==> src/rtl/spr_pkg.sv <==
// rtl/spr_pkg.sv - shared types, LED codes and round judging for the match controller
package spr_pkg;

    typedef enum logic [1:0] {
        STONE    = 2'b00,
        PAPER    = 2'b01,
        SCISSORS = 2'b10,
        INVALID  = 2'b11
    } move_t;

    typedef enum logic [1:0] {
        P1_WIN = 2'b00,
        DRAW   = 2'b01,
        P2_WIN = 2'b10,
        BAD    = 2'b11
    } result_t;

    typedef enum logic [1:0] {
        WAIT_PRESS = 2'b00,
        JUDGE      = 2'b01,
        SHOW       = 2'b10,
        MATCH_DONE = 2'b11
    } state_t;

    localparam logic [2:0] LED_OFF  = 3'b000;
    localparam logic [2:0] LED_P1   = 3'b001;
    localparam logic [2:0] LED_DRAW = 3'b010;
    localparam logic [2:0] LED_P2   = 3'b100;
    localparam logic [2:0] LED_BAD  = 3'b111;

    // An invalid move on either side spoils the round before any comparison.
    function automatic result_t judge(move_t a, move_t b);
        result_t r;
        if (a == INVALID || b == INVALID) begin
            r = BAD;
        end else if (a == b) begin
            r = DRAW;
        end else if ((a == STONE    && b == SCISSORS) ||
                     (a == SCISSORS && b == PAPER)    ||
                     (a == PAPER    && b == STONE)) begin
            r = P1_WIN;
        end else begin
            r = P2_WIN;
        end
        return r;
    endfunction

endpackage

==> src/rtl/spr_debounce.sv <==
// rtl/spr_debounce.sv - two-flop synchronizer plus stability counter for the play button
module spr_debounce #(
    parameter int DEBOUNCE_CYCLES = 4
) (
    input  logic clk,
    input  logic rst,
    input  logic btn_raw,
    output logic level,
    output logic press
);

    localparam int CW = $clog2(DEBOUNCE_CYCLES + 1);
    // The flip happens on the edge where the count would reach DEBOUNCE_CYCLES.
    localparam logic [CW-1:0] CNT_LAST = CW'(DEBOUNCE_CYCLES - 1);

    logic          sync1_q, sync1_d;
    logic          sync2_q, sync2_d;
    logic          level_q, level_d;
    logic          level_prev_q, level_prev_d;
    logic [CW-1:0] cnt_q, cnt_d;

    // Count consecutive samples that disagree with the current level; any agreement restarts.
    always_comb begin
        sync1_d      = btn_raw;
        sync2_d      = sync1_q;
        level_prev_d = level_q;
        level_d      = level_q;
        cnt_d        = '0;
        if (sync2_q != level_q) begin
            if (cnt_q == CNT_LAST) begin
                level_d = ~level_q;
            end else begin
                cnt_d = cnt_q + CW'(1);
            end
        end
    end

    // State registers, cleared asynchronously.
    always_ff @(posedge clk or posedge rst) begin
        if (rst) begin
            sync1_q      <= 1'b0;
            sync2_q      <= 1'b0;
            level_q      <= 1'b0;
            level_prev_q <= 1'b0;
            cnt_q        <= '0;
        end else begin
            sync1_q      <= sync1_d;
            sync2_q      <= sync2_d;
            level_q      <= level_d;
            level_prev_q <= level_prev_d;
            cnt_q        <= cnt_d;
        end
    end

    assign level = level_q;
    assign press = level_q & ~level_prev_q;

endmodule

==> src/rtl/spr_match_ctrl.sv <==
// rtl/spr_match_ctrl.sv - best-of-N stone-paper-scissors match FSM, scoring and LED drive
module spr_match_ctrl
    import spr_pkg::*;
#(
    parameter int DEBOUNCE_CYCLES = 4,
    parameter int WIN_SCORE       = 3,
    localparam int SW             = $clog2(WIN_SCORE + 1)
) (
    input  logic          clk,
    input  logic          reset,
    input  logic [1:0]    player1,
    input  logic [1:0]    player2,
    input  logic          btn_play,
    output logic [2:0]    leds,
    output logic [SW-1:0] p1_score,
    output logic [SW-1:0] p2_score,
    output logic          round_valid,
    output logic          match_over
);

    localparam logic [SW-1:0] WIN_SC = SW'(WIN_SCORE);

    logic btn_level;
    logic btn_press;

    spr_debounce #(
        .DEBOUNCE_CYCLES(DEBOUNCE_CYCLES)
    ) u_debounce (
        .clk     (clk),
        .rst     (reset),
        .btn_raw (btn_play),
        .level   (btn_level),
        .press   (btn_press)
    );

    state_t        state_q, state_d;
    move_t         p1_move_q, p1_move_d;
    move_t         p2_move_q, p2_move_d;
    logic [2:0]    leds_q, leds_d;
    logic [SW-1:0] p1_score_q, p1_score_d;
    logic [SW-1:0] p2_score_q, p2_score_d;
    logic          round_valid_q, round_valid_d;

    // Next-state, move latching, judging and score updates.
    always_comb begin
        state_d       = state_q;
        p1_move_d     = p1_move_q;
        p2_move_d     = p2_move_q;
        leds_d        = leds_q;
        p1_score_d    = p1_score_q;
        p2_score_d    = p2_score_q;
        round_valid_d = 1'b0;
        case (state_q)
            WAIT_PRESS: begin
                if (btn_press) begin
                    p1_move_d = move_t'(player1);
                    p2_move_d = move_t'(player2);
                    state_d   = JUDGE;
                end
            end
            JUDGE: begin
                round_valid_d = 1'b1;
                case (judge(p1_move_q, p2_move_q))
                    P1_WIN: begin
                        leds_d = LED_P1;
                        if (p1_score_q != WIN_SC) p1_score_d = p1_score_q + SW'(1);
                    end
                    P2_WIN: begin
                        leds_d = LED_P2;
                        if (p2_score_q != WIN_SC) p2_score_d = p2_score_q + SW'(1);
                    end
                    DRAW:    leds_d = LED_DRAW;
                    default: leds_d = LED_BAD;
                endcase
                if (p1_score_d == WIN_SC || p2_score_d == WIN_SC) begin
                    state_d = MATCH_DONE;
                end else begin
                    state_d = SHOW;
                end
            end
            SHOW: begin
                if (!btn_level) state_d = WAIT_PRESS;
            end
            MATCH_DONE: begin
                leds_d = (p1_score_q == WIN_SC) ? LED_P1 : LED_P2;
                // This press only restarts the match; it never plays a round.
                if (btn_press) begin
                    p1_score_d = '0;
                    p2_score_d = '0;
                    leds_d     = LED_OFF;
                    state_d    = WAIT_PRESS;
                end
            end
            default: state_d = WAIT_PRESS;
        endcase
    end

    // State registers, cleared asynchronously so a reset mid-round discards it.
    always_ff @(posedge clk or posedge reset) begin
        if (reset) begin
            state_q       <= WAIT_PRESS;
            p1_move_q     <= STONE;
            p2_move_q     <= STONE;
            leds_q        <= LED_OFF;
            p1_score_q    <= '0;
            p2_score_q    <= '0;
            round_valid_q <= 1'b0;
        end else begin
            state_q       <= state_d;
            p1_move_q     <= p1_move_d;
            p2_move_q     <= p2_move_d;
            leds_q        <= leds_d;
            p1_score_q    <= p1_score_d;
            p2_score_q    <= p2_score_d;
            round_valid_q <= round_valid_d;
        end
    end

    assign leds        = leds_q;
    assign p1_score    = p1_score_q;
    assign p2_score    = p2_score_q;
    assign round_valid = round_valid_q;
    assign match_over  = (state_q == MATCH_DONE);

endmodule
==> config.mk <==
export PLATFORM = sky130hd
export DESIGN_NAME = spr_match_ctrl
export DESIGN_NICKNAME = d
export VERILOG_FILES = /design/src/rtl/spr_pkg.sv /design/src/rtl/spr_debounce.sv /design/src/rtl/spr_match_ctrl.sv
export SDC_FILE = /design/constraint.sdc
export NUM_CORES = 1
export LEC_CHECK = 0
export ABC_AREA = 1
export CORE_UTILIZATION = 56
export CTS_CLUSTER_DIAMETER = 200
export CTS_CLUSTER_SIZE = 25
export DETAILED_ROUTE_END_ITERATION = 6
export GPL_TIMING_DRIVEN = 0
export PLACE_DENSITY = 0.91
export SLEW_MARGIN = 20
export SYNTH_ARGS = -nofsm -noshare
export SYNTH_HDL_FRONTEND = slang
export SYNTH_HIERARCHICAL = 1
export SYNTH_SLANG_ARGS = --single-unit
==> constraint.sdc <==
create_clock -name clk -period 2.7 [get_ports clk]
set_input_delay 0.27 -clock clk [delete_from_list [all_inputs] [get_ports clk]]
set_output_delay 0.27 -clock clk [all_outputs]
set_load 0.02 [all_outputs]
==> results of run 1 <==
-- logic make-up after synthesis --
family,count (synthesis),synth area share
AND/OR/NAND/NOR,63,0.266
buffers and inverters,26,0.105
flip-flops,21,0.499
AO/OA/AOI/OAI,15,0.0820
adder cells (fa/ha/maj),4,0.0476
-- worst max-delay path: cells and delay by family, from the launching register on --
family	cells	cell delay [ps]
flops	1	360
simple gates	1	70
buf+inv	3	800
-- layout by cell type (no fill, tap or decap) --
| master | Yosys | final |
|---|---|---|
| nand3_4 | 1 | 1 |
| clkbuf_4 | 0 | 3 |
| nand2_2 | 4 | 4 |
| nor2_1 | 20 | 20 |
| nand3_2 | 1 | 1 |
| buf_6 | 1 | 1 |
| clkdlybuf4s50_1 | 0 | 15 |
| inv_2 | 4 | 4 |
| clkbuf_1 | 0 | 1 |
| o21ai_1 | 3 | 3 |
| nand2_1 | 31 | 31 |
| o21ai_2 | 3 | 3 |
| o21ai_0 | 2 | 2 |
| nand2_4 | 1 | 1 |
| a21oi_1 | 7 | 7 |
| dfrtp_1 | 21 | 21 |
| ha_1 | 4 | 4 |
| inv_1 | 19 | 19 |
| nand3_1 | 5 | 5 |
| inv_4 | 2 | 2 |
-- power groups by stage --
stage | sequential [mW] | combinational [mW] | clock, mW
detailed placement | 0.530 | 0.752 | 0
CTS | 0.523 | 0.755 | 0.150
global route | 0.540 | 0.848 | 0.163
floorplan | 0.576 | 0.475 | 0
finish | 0.523 | 0.754 | 0.146
global placement | 0.523 | 0.712 | 0
-- worst paths after layout --
path	endpoint	slack, ps	cells past startpoint
setup reg to reg	state_q[0]$_DFFE_PP0P_	1100	9
hold / removal	u_debounce/cnt_q[1]$_DFF_PP0_	220	2
min in group clk	u_debounce/sync2_q$_DFF_PP0_	370	0
setup / recovery	match_over	890	4
hold reg to reg	u_debounce/sync2_q$_DFF_PP0_	370	0
max in group asynchronous	p1_move_q[0]$_DFFE_PP0P_	2050	2
-- routing by layer --
metal,global-route usage,up-vias
li1,-,428
met3,0.0280,2
met5,0,-
met4,0.115,0
met1,0.242,381
met2,0.409,12
-- sequential cells by signal, indices dropped and copies added (netlist names) --
| signal | count |
|---|---|
| p2_move_q | 2 |
| p2_score | 2 |
| leds | 3 |
| p1_score | 2 |
| p1_move_q | 2 |
| u_debounce/cnt_q | 3 |
| u_debounce/level_prev_q | 1 |
| round_valid | 1 |
| u_debounce/level | 1 |
| state_q | 2 |
| u_debounce/sync2_q | 1 |
| u_debounce/sync1_q | 1 |
-- area by class of cell --
type	instances	area (µm²)	area share
clock buffer	4	26.3	0.0209
buffer	1	11.3	0.00894
sequential	21	526	0.417
multi-input combinational	82	417	0.331
tap	25	31.3	0.0248
inverter	25	98.8	0.0785
timing repair buffer	15	150	0.119
-- per-stage QoR --
step | hold WS [ps] | cells | power [mW] | utilization
6_report | 219 | 173 | 1.42 | 0.722
5_1_grt | 232 | 173 | 1.55 | 0.722
4_1_cts | 224 | 173 | 1.43 | 0.722
3_5_place_dp | 345 | 169 | 1.28 | 0.707
3_3_place_gp | 340 | 169 | 1.23 | 0.707
2_1_floorplan | 73.4 | 129 | 1.05 | -
==> impl_metrics.yaml, run 1 <==
setup_path:
  critPathLaunch: "state_q[0]$_DFFE_PP0P_"
  worstPathMaxFanout: 8
  end_kind: "primary output"
  slowest_delay_ps: 590
  arrival_ps: 1540
  critPathKind: "reg2out"
  path_cells: "buf_6, nand2_2, inv_2, clkdlybuf4s50_1"
  cp-start-kind: "flop"
  r2r_start: "p2_move_q[1]$_DFFE_PP0P_"
  slowest_stage: "clkdlybuf4s50_1"
  crit_required_ps: 2430
floorplanning:
  die_h_um: 45.3
  die_w_um: 45.3
  coreArea_um2: 1750
  pin_count: 16
  initial_core_util: 0.603
  dieArea_um2: 2060
  row_count: 15
power_and_ir_drop:
  ir_drop_mv: 0.635
  switching_power_mw: 0.627
  p_clk_frac: 0.103
  p_leak_nw: 0.659
  power_frac_seq: 0.368
  p_int_mw: 0.796
  p_per_area_nw_per_um2: 1130
  p_sw_frac: 0.441
  pwr-share-comb: 0.530
clock_network:
  cts_sinks: 21
  clockBufferDepth: 2
  cts.clk_slew.worst_paths_ps: 110
  ctsHoldBuffers: 0
  cts_tree: "built"
  cts_buffers: 3
  post_cts_buffers: 0
  htreeDepth: 1
  insertion_delay_ps: 290
  cts_resized: 0
  root_buffer: "clkbuf_4"
placed_design:
  gp_congestion: 0.858
  place_hpwl_mm: 1.49
  place_worst_setup_slack_ps: 1140
  io_buffers: 15
  placed_area_um2: 1230
route:
  vias: 823
  wl_met3_um: 26
  drtAntennaViolNets: 0
  wl_mm: 1.86
  dr.max_layer_used: "met4"
  met1_length_um: 792
  drt-vias-per-instance: 4.76
  drt-initial-drc-count: 9
  first_pass_iters: 4
  routedWlPerCell_um: 10.7
  drc: 0
  wl_met2_mm: 1.02
yosys:
  synth.most_common_cell: "nand2_1"
  synthCells: 129
  synth-seq-cells: 21
  synth_top_area_share: 0.499
  synth_nets: 140
  synth_ff_type: "dfrtp_1"
  yosys.area.top_type: "dfrtp_1"
  ys.warnings.count: 6
  postSynth.asyncResetShare: 1.00
  synth_cell_types: 17
  synthTopCellsByArea: "dfrtp_1, nand2_1, nor2_1"
  synth_area_um2: 1050
  synth_edf_count: 0
  synth_common_cells: "nand2_1, dfrtp_1, nor2_1"
  ys_seq_area_frac: 0.499
  synth.avg_cell_area_um2: 8.16
timing:
  setup_viol: 0
  period_minus_slack_ps: 1810
  slew_headroom: 0.633
  period_share: 0.669
  clock.fmax_mhz: 553
  timing.final.ws_setup_ps: 893
  worst_clock_skew_ps: 1.04
  rsz0062_at_grt: "false"
  worst_pin_slew_ps: 549
  fin_tns_setup_ps: 0
  slew_viol_final: 0
  hold_violations: 0
finish:
  drive_above_1_share: 0.135
  nets: 160
  area_growth_pct: 19.7
  nFillCells: 143
  diodes: 0
  final_area_um2: 1260
grt:
  grt_overflow_total: 0
  grt_pass1_vias: 798
  grt_util_all_layers: 0.220
  grt_pass1_wl_mm: 3.15
  grt_start_max_net_pins: 15
  antenna_found_initial: 0
min_path:
  hold_class: "in2async"
job:
  maxCapViolations: 0
outcome:
  status: "finished, final reports clean"
(Power assumes the default switching activity.)
==> run 2, diff against run 1 <==
Settings changed: CORE_UTILIZATION 56 to 47, PLACE_DENSITY 0.91 to 0.83.
Clock period 2.7 ns to 1.5 ns, I/O delays scaled along.
==> impl_metrics.yaml, run 2 (synthesized netlist as in run 1, its figures left out) <==
setup_path:
  crit_required_ps: 1720
  arrival_ps: 1740
  critPathKind: "reg2reg"
  end_kind: "flop"
  cp-start-kind: "flop"
  worstPathMaxFanout: 3
finish:
  utilization: 0.635
  area_growth_pct: 23.3
  final_cell_mix: "nand2_1, dfrtp_1, nor2_1"
  drive_above_1_share: 0.236
  final_common_cell: "nand2_1"
  diodes: 0
  nets: 160
  final_area_um2: 1300
grt:
  grt_pass1_vias: 898
  grt_util_all_layers: 0.207
  grt_pass1_wl_mm: 3.75
  grt_start_max_net_pins: 15
  antenna_found_initial: 0
  grt_overflow_total: 0
clock_network:
  htreeDepth: 1
  cts_buffers: 3
  root_buffer: "clkbuf_4"
  cts.clk_slew.worst_paths_ps: 120
  cts_sinks: 21
  insertion_delay_ps: 310
  post_cts_buffers: 0
  cts_tree: "built"
  ctsHoldBuffers: 0
  clockBufferDepth: 2
placed_design:
  placed_area_um2: 1240
  gp_congestion: 0.836
  place_worst_setup_slack_ps: -88.4
  io_buffers: 15
  place_hpwl_mm: 1.47
floorplanning:
  dieArea_um2: 2430
  row_count: 16
  initial_core_util: 0.515
  die_h_um: 49.3
  die_w_um: 49.3
  coreArea_um2: 2040
  pin_count: 16
outcome:
  violations: "negative setup slack"
  status: "finished, violations left"
timing:
  worst_pin_slew_ps: 545
  slew_viol_final: 0
  rsz0062_at_grt: "true"
  slew_headroom: 0.636
  holdWs_ps: 80.4
  worst_clock_skew_ps: 1.70
  period_share: 1.01
  period_minus_slack_ps: 1520
  setup_viol: 1
  hold_violations: 0
  timing.final.ws_setup_ps: -18.6
  clock.fmax_mhz: 658
power_and_ir_drop:
  p_int_mw: 1.46
  p_per_area_nw_per_um2: 2100
  p_sw_frac: 0.464
  ir_drop_mv: 1.16
  pwr-share-comb: 0.545
  p_leak_nw: 0.691
  p_clk_frac: 0.105
  switching_power_mw: 1.27
  power_frac_seq: 0.350
route:
  vias: 899
  wl_mm: 2.10
  drc: 0
  drtAntennaViolNets: 0
  routedWlPerCell_um: 12.0
  drt-vias-per-instance: 5.14
  drt-initial-drc-count: 29
  first_pass_iters: 6
min_path:
  hold_class: "in2async"
job:
  maxCapViolations: 0
run 2: power groups by stage:
stage / clock [mW] / sequential, mW / combinational [mW]
5_1_grt: 0.318 / 0.985 / 1.65
3_3_place_gp: 0 / 0.940 / 1.29
2_1_floorplan: 0 / 1.04 / 0.856
4_1_cts: 0.295 / 0.952 / 1.40
3_5_place_dp: 0 / 0.955 / 1.35
6_report: 0.287 / 0.955 / 1.49
run 2: repair_timing:
action | in CTS | in global routing
hold endpoints to repair | 0 | 0
resized for setup | 13 | 10
pin swaps | 0 | 3
endpoints found under the setup margin | 8 | 15
run 2: final cells by class:
| class | instances | area (µm²) |
|---|---|---|
| multi-input cells | 82 | 447 |
| clock inverters | 1 | 7.51 |
| flip-flops and latches | 21 | 526 |
| fillers | 182 | 744 |
| inverters | 25 | 98.8 |
| clock buffers | 3 | 22.5 |
| plain buffers | 1 | 11.3 |
| well taps | 27 | 33.8 |
| repair buffers | 15 | 151 |
run 2: path summary, 6_finish.rpt:
check | start | to | slack, ps | cells past startpoint
setup / recovery | p2_move_q[1]$_DFFE_PP0P_ | state_q[0]$_DFFE_PP0P_ | -20 | 13
hold / removal | reset | u_debounce/sync1_q$_DFF_PP0_ | 80 | 2
setup reg to reg | p2_move_q[1]$_DFFE_PP0P_ | state_q[0]$_DFFE_PP0P_ | -20 | 13
hold reg to reg | u_debounce/sync1_q$_DFF_PP0_ | u_debounce/sync2_q$_DFF_PP0_ | 370 | 0
max in group asynchronous | reset | p1_score[0]$_DFFE_PP0P_ | 950 | 2
min in group clk | btn_play | u_debounce/sync1_q$_DFF_PP0_ | 260 | 1
run 2: per-layer routing:
metal,routed length (µm),global-route usage,vias up
met4,100,0.127,0
li1,-,-,433
met5,0,0,-
met3,125,0.0249,13
met1,859,0.261,404
met2,1010,0.336,49
run 2: through the flow:
stage	instances	power [mW]	TNS, ps
after floorplan	129	1.89	0
after global placement	171	2.23	-15.1
after detailed placement	171	2.31	-126
after CTS	175	2.65	0
after global routing	175	2.96	-112
final	175	2.73	-18.6
run 2: worst max-delay path, cell delays in order (launching register included):
cell	delay, ps
dfrtp_1	420
inv_2	100
nand2_2	80
o21ai_2	80
nand2_1	90
nand2_2	100
inv_2	40
ha_2	170
inv_2	50
nand2_2	50
nand2_2	70
nand3_2	70
nand2_1	70
inv_1	40
==> run 3, diff against run 2 <==
Settings changed: CORE_MARGIN from default to 1.5.
==> impl_metrics.yaml, run 3 (synthesized netlist as in run 1, its figures left out) <==
grt:
  grt_util_all_layers: 0.183
  grt_pass1_wl_mm: 3.49
  antenna_found_initial: 0
  grt_overflow_total: 0
  grt_pass1_vias: 821
  grt_start_max_net_pins: 15
route:
  routedWlPerCell_um: 12.9
  drtAntennaViolNets: 0
  drt-initial-drc-count: 24
  first_pass_iters: 4
  drt-vias-per-instance: 4.98
  wl_mm: 2.28
  vias: 882
  drc: 0
setup_path:
  critPathKind: "reg2reg"
  critPathLaunch: "p1_move_q[0]$_DFFE_PP0P_"
  end_kind: "flop"
  r2r_start: "p1_move_q[0]$_DFFE_PP0P_"
  arrival_ps: 1770
  cp-start-kind: "flop"
  worstPathMaxFanout: 4
  crit_required_ps: 1720
timing:
  fin_tns_setup_ps: -105
  slew_viol_final: 0
  slew_headroom: 0.630
  period_share: 1.03
  hold_violations: 0
  worst_clock_skew_ps: 5.33
  clock.fmax_mhz: 645
  setup_viol: 4
  timing.final.ws_setup_ps: -51.2
  rsz0062_at_grt: "true"
  period_minus_slack_ps: 1550
  worst_pin_slew_ps: 554
floorplanning:
  dieArea_um2: 2530
  coreArea_um2: 2040
  row_count: 16
  die_w_um: 50.3
  initial_core_util: 0.515
  die_h_um: 50.3
  pin_count: 16
clock_network:
  cts.clk_slew.worst_paths_ps: 120
  clockBufferDepth: 2
  cts_buffers: 3
  cts_sinks: 21
  root_buffer: "clkbuf_4"
  cts_tree: "built"
  htreeDepth: 1
  insertion_delay_ps: 310
outcome:
  violations: "negative setup slack"
  status: "finished, violations left"
finish:
  area_growth_pct: 29.6
  nFillCells: 164
  diodes: 0
  final_cell_mix: "nand2_1, dfrtp_1, nor2_1"
  drive_above_1_share: 0.287
  final_common_cell: "nand2_1"
  nets: 162
min_path:
  hold_class: "in2async"
placed_design:
  gp_congestion: 0.816
  place_hpwl_mm: 1.49
  io_buffers: 15
job:
  maxCapViolations: 0
power_and_ir_drop:
  p_leak_nw: 0.716
  p_per_area_nw_per_um2: 2210
  p_total_mw: 3.01
  ir_drop_mv: 1.22
## run 3: cell types whose count changed in the layout (fill, tap and decap cells not counted), moves of 2 or more
| cell | before | now |
|---|---|---|
| nand2_2 | 9 | 11 |
| nand2_1 | 26 | 23 |
| ha_4 | 0 | 3 |
| ha_2 | 2 | 0 |
## run 3: metrics by stage
stage	utilization	worst slack [ps]	instances	hold WS, ps	area (µm²)
floorplan	-	116	129	-46.6	1050
global placement	0.605	-47.7	171	341	1240
detailed placement	0.605	-48.0	171	345	1240
CTS	0.619	15.5	175	87.7	1260
global route	0.668	-79.9	177	107	1360
finish	0.668	-51.2	177	75.9	1360
## run 3: timing repair
action	4_1_cts	5_1_grt
hold buffers	0	0
setup endpoints to repair	6	13
resized for setup	9	25
pin swaps	0	11
setup buffers	0	2
## run 3: per-layer routing
metal | vias to the layer above | part of all wire | track usage
li1 | 431 | - | -
met1 | 414 | 0.40 | 0.233
met2 | 32 | 0.53 | 0.307
met3 | 5 | 0.054 | 0.0357
met4 | 0 | 0.018 | 0.0676
met5 | - | 0 | 0
## run 3: area by class of cell
cell class	instances	area (µm²)	area share
Multi-Input combinational cell	82	499	0.366
Tap cell	27	33.8	0.0248
Sequential cell	21	526	0.385
Clock buffer	4	26.3	0.0193
Buffer	1	11.3	0.00826
Timing Repair Buffer	17	169	0.124
Inverter	25	98.8	0.0725
## run 3: critical path: stages, from the launching register on
cell     delay, ps
dfrtp_1        430
nor2_2         160
nand3_1        110
nand2_2        140
inv_2           90
ha_4           180
o21ai_1        150
nand3_2         90
nand2_1         80
inv_1           40
## run 3: report_power, final
group	switching, mW	total, mW	internal (mW)
registers	0.193	0.980	0.788
logic	1.04	1.76	0.720
clock network	0.170	0.274	0.104
total	1.40	3.01	1.61
## run 3: final timing paths
check	endpoint	slack, ps	depth (start not counted)
max	state_q[0]$_DFFE_PP0P_	-50	9
min	u_debounce/cnt_q[1]$_DFF_PP0_	80	2
max reg2reg	state_q[0]$_DFFE_PP0P_	-50	9
min reg2reg	u_debounce/sync2_q$_DFF_PP0_	370	0
max in group asynchronous	round_valid$_DFF_PP0_	930	2
min in group clk	u_debounce/sync1_q$_DFF_PP0_	290	1
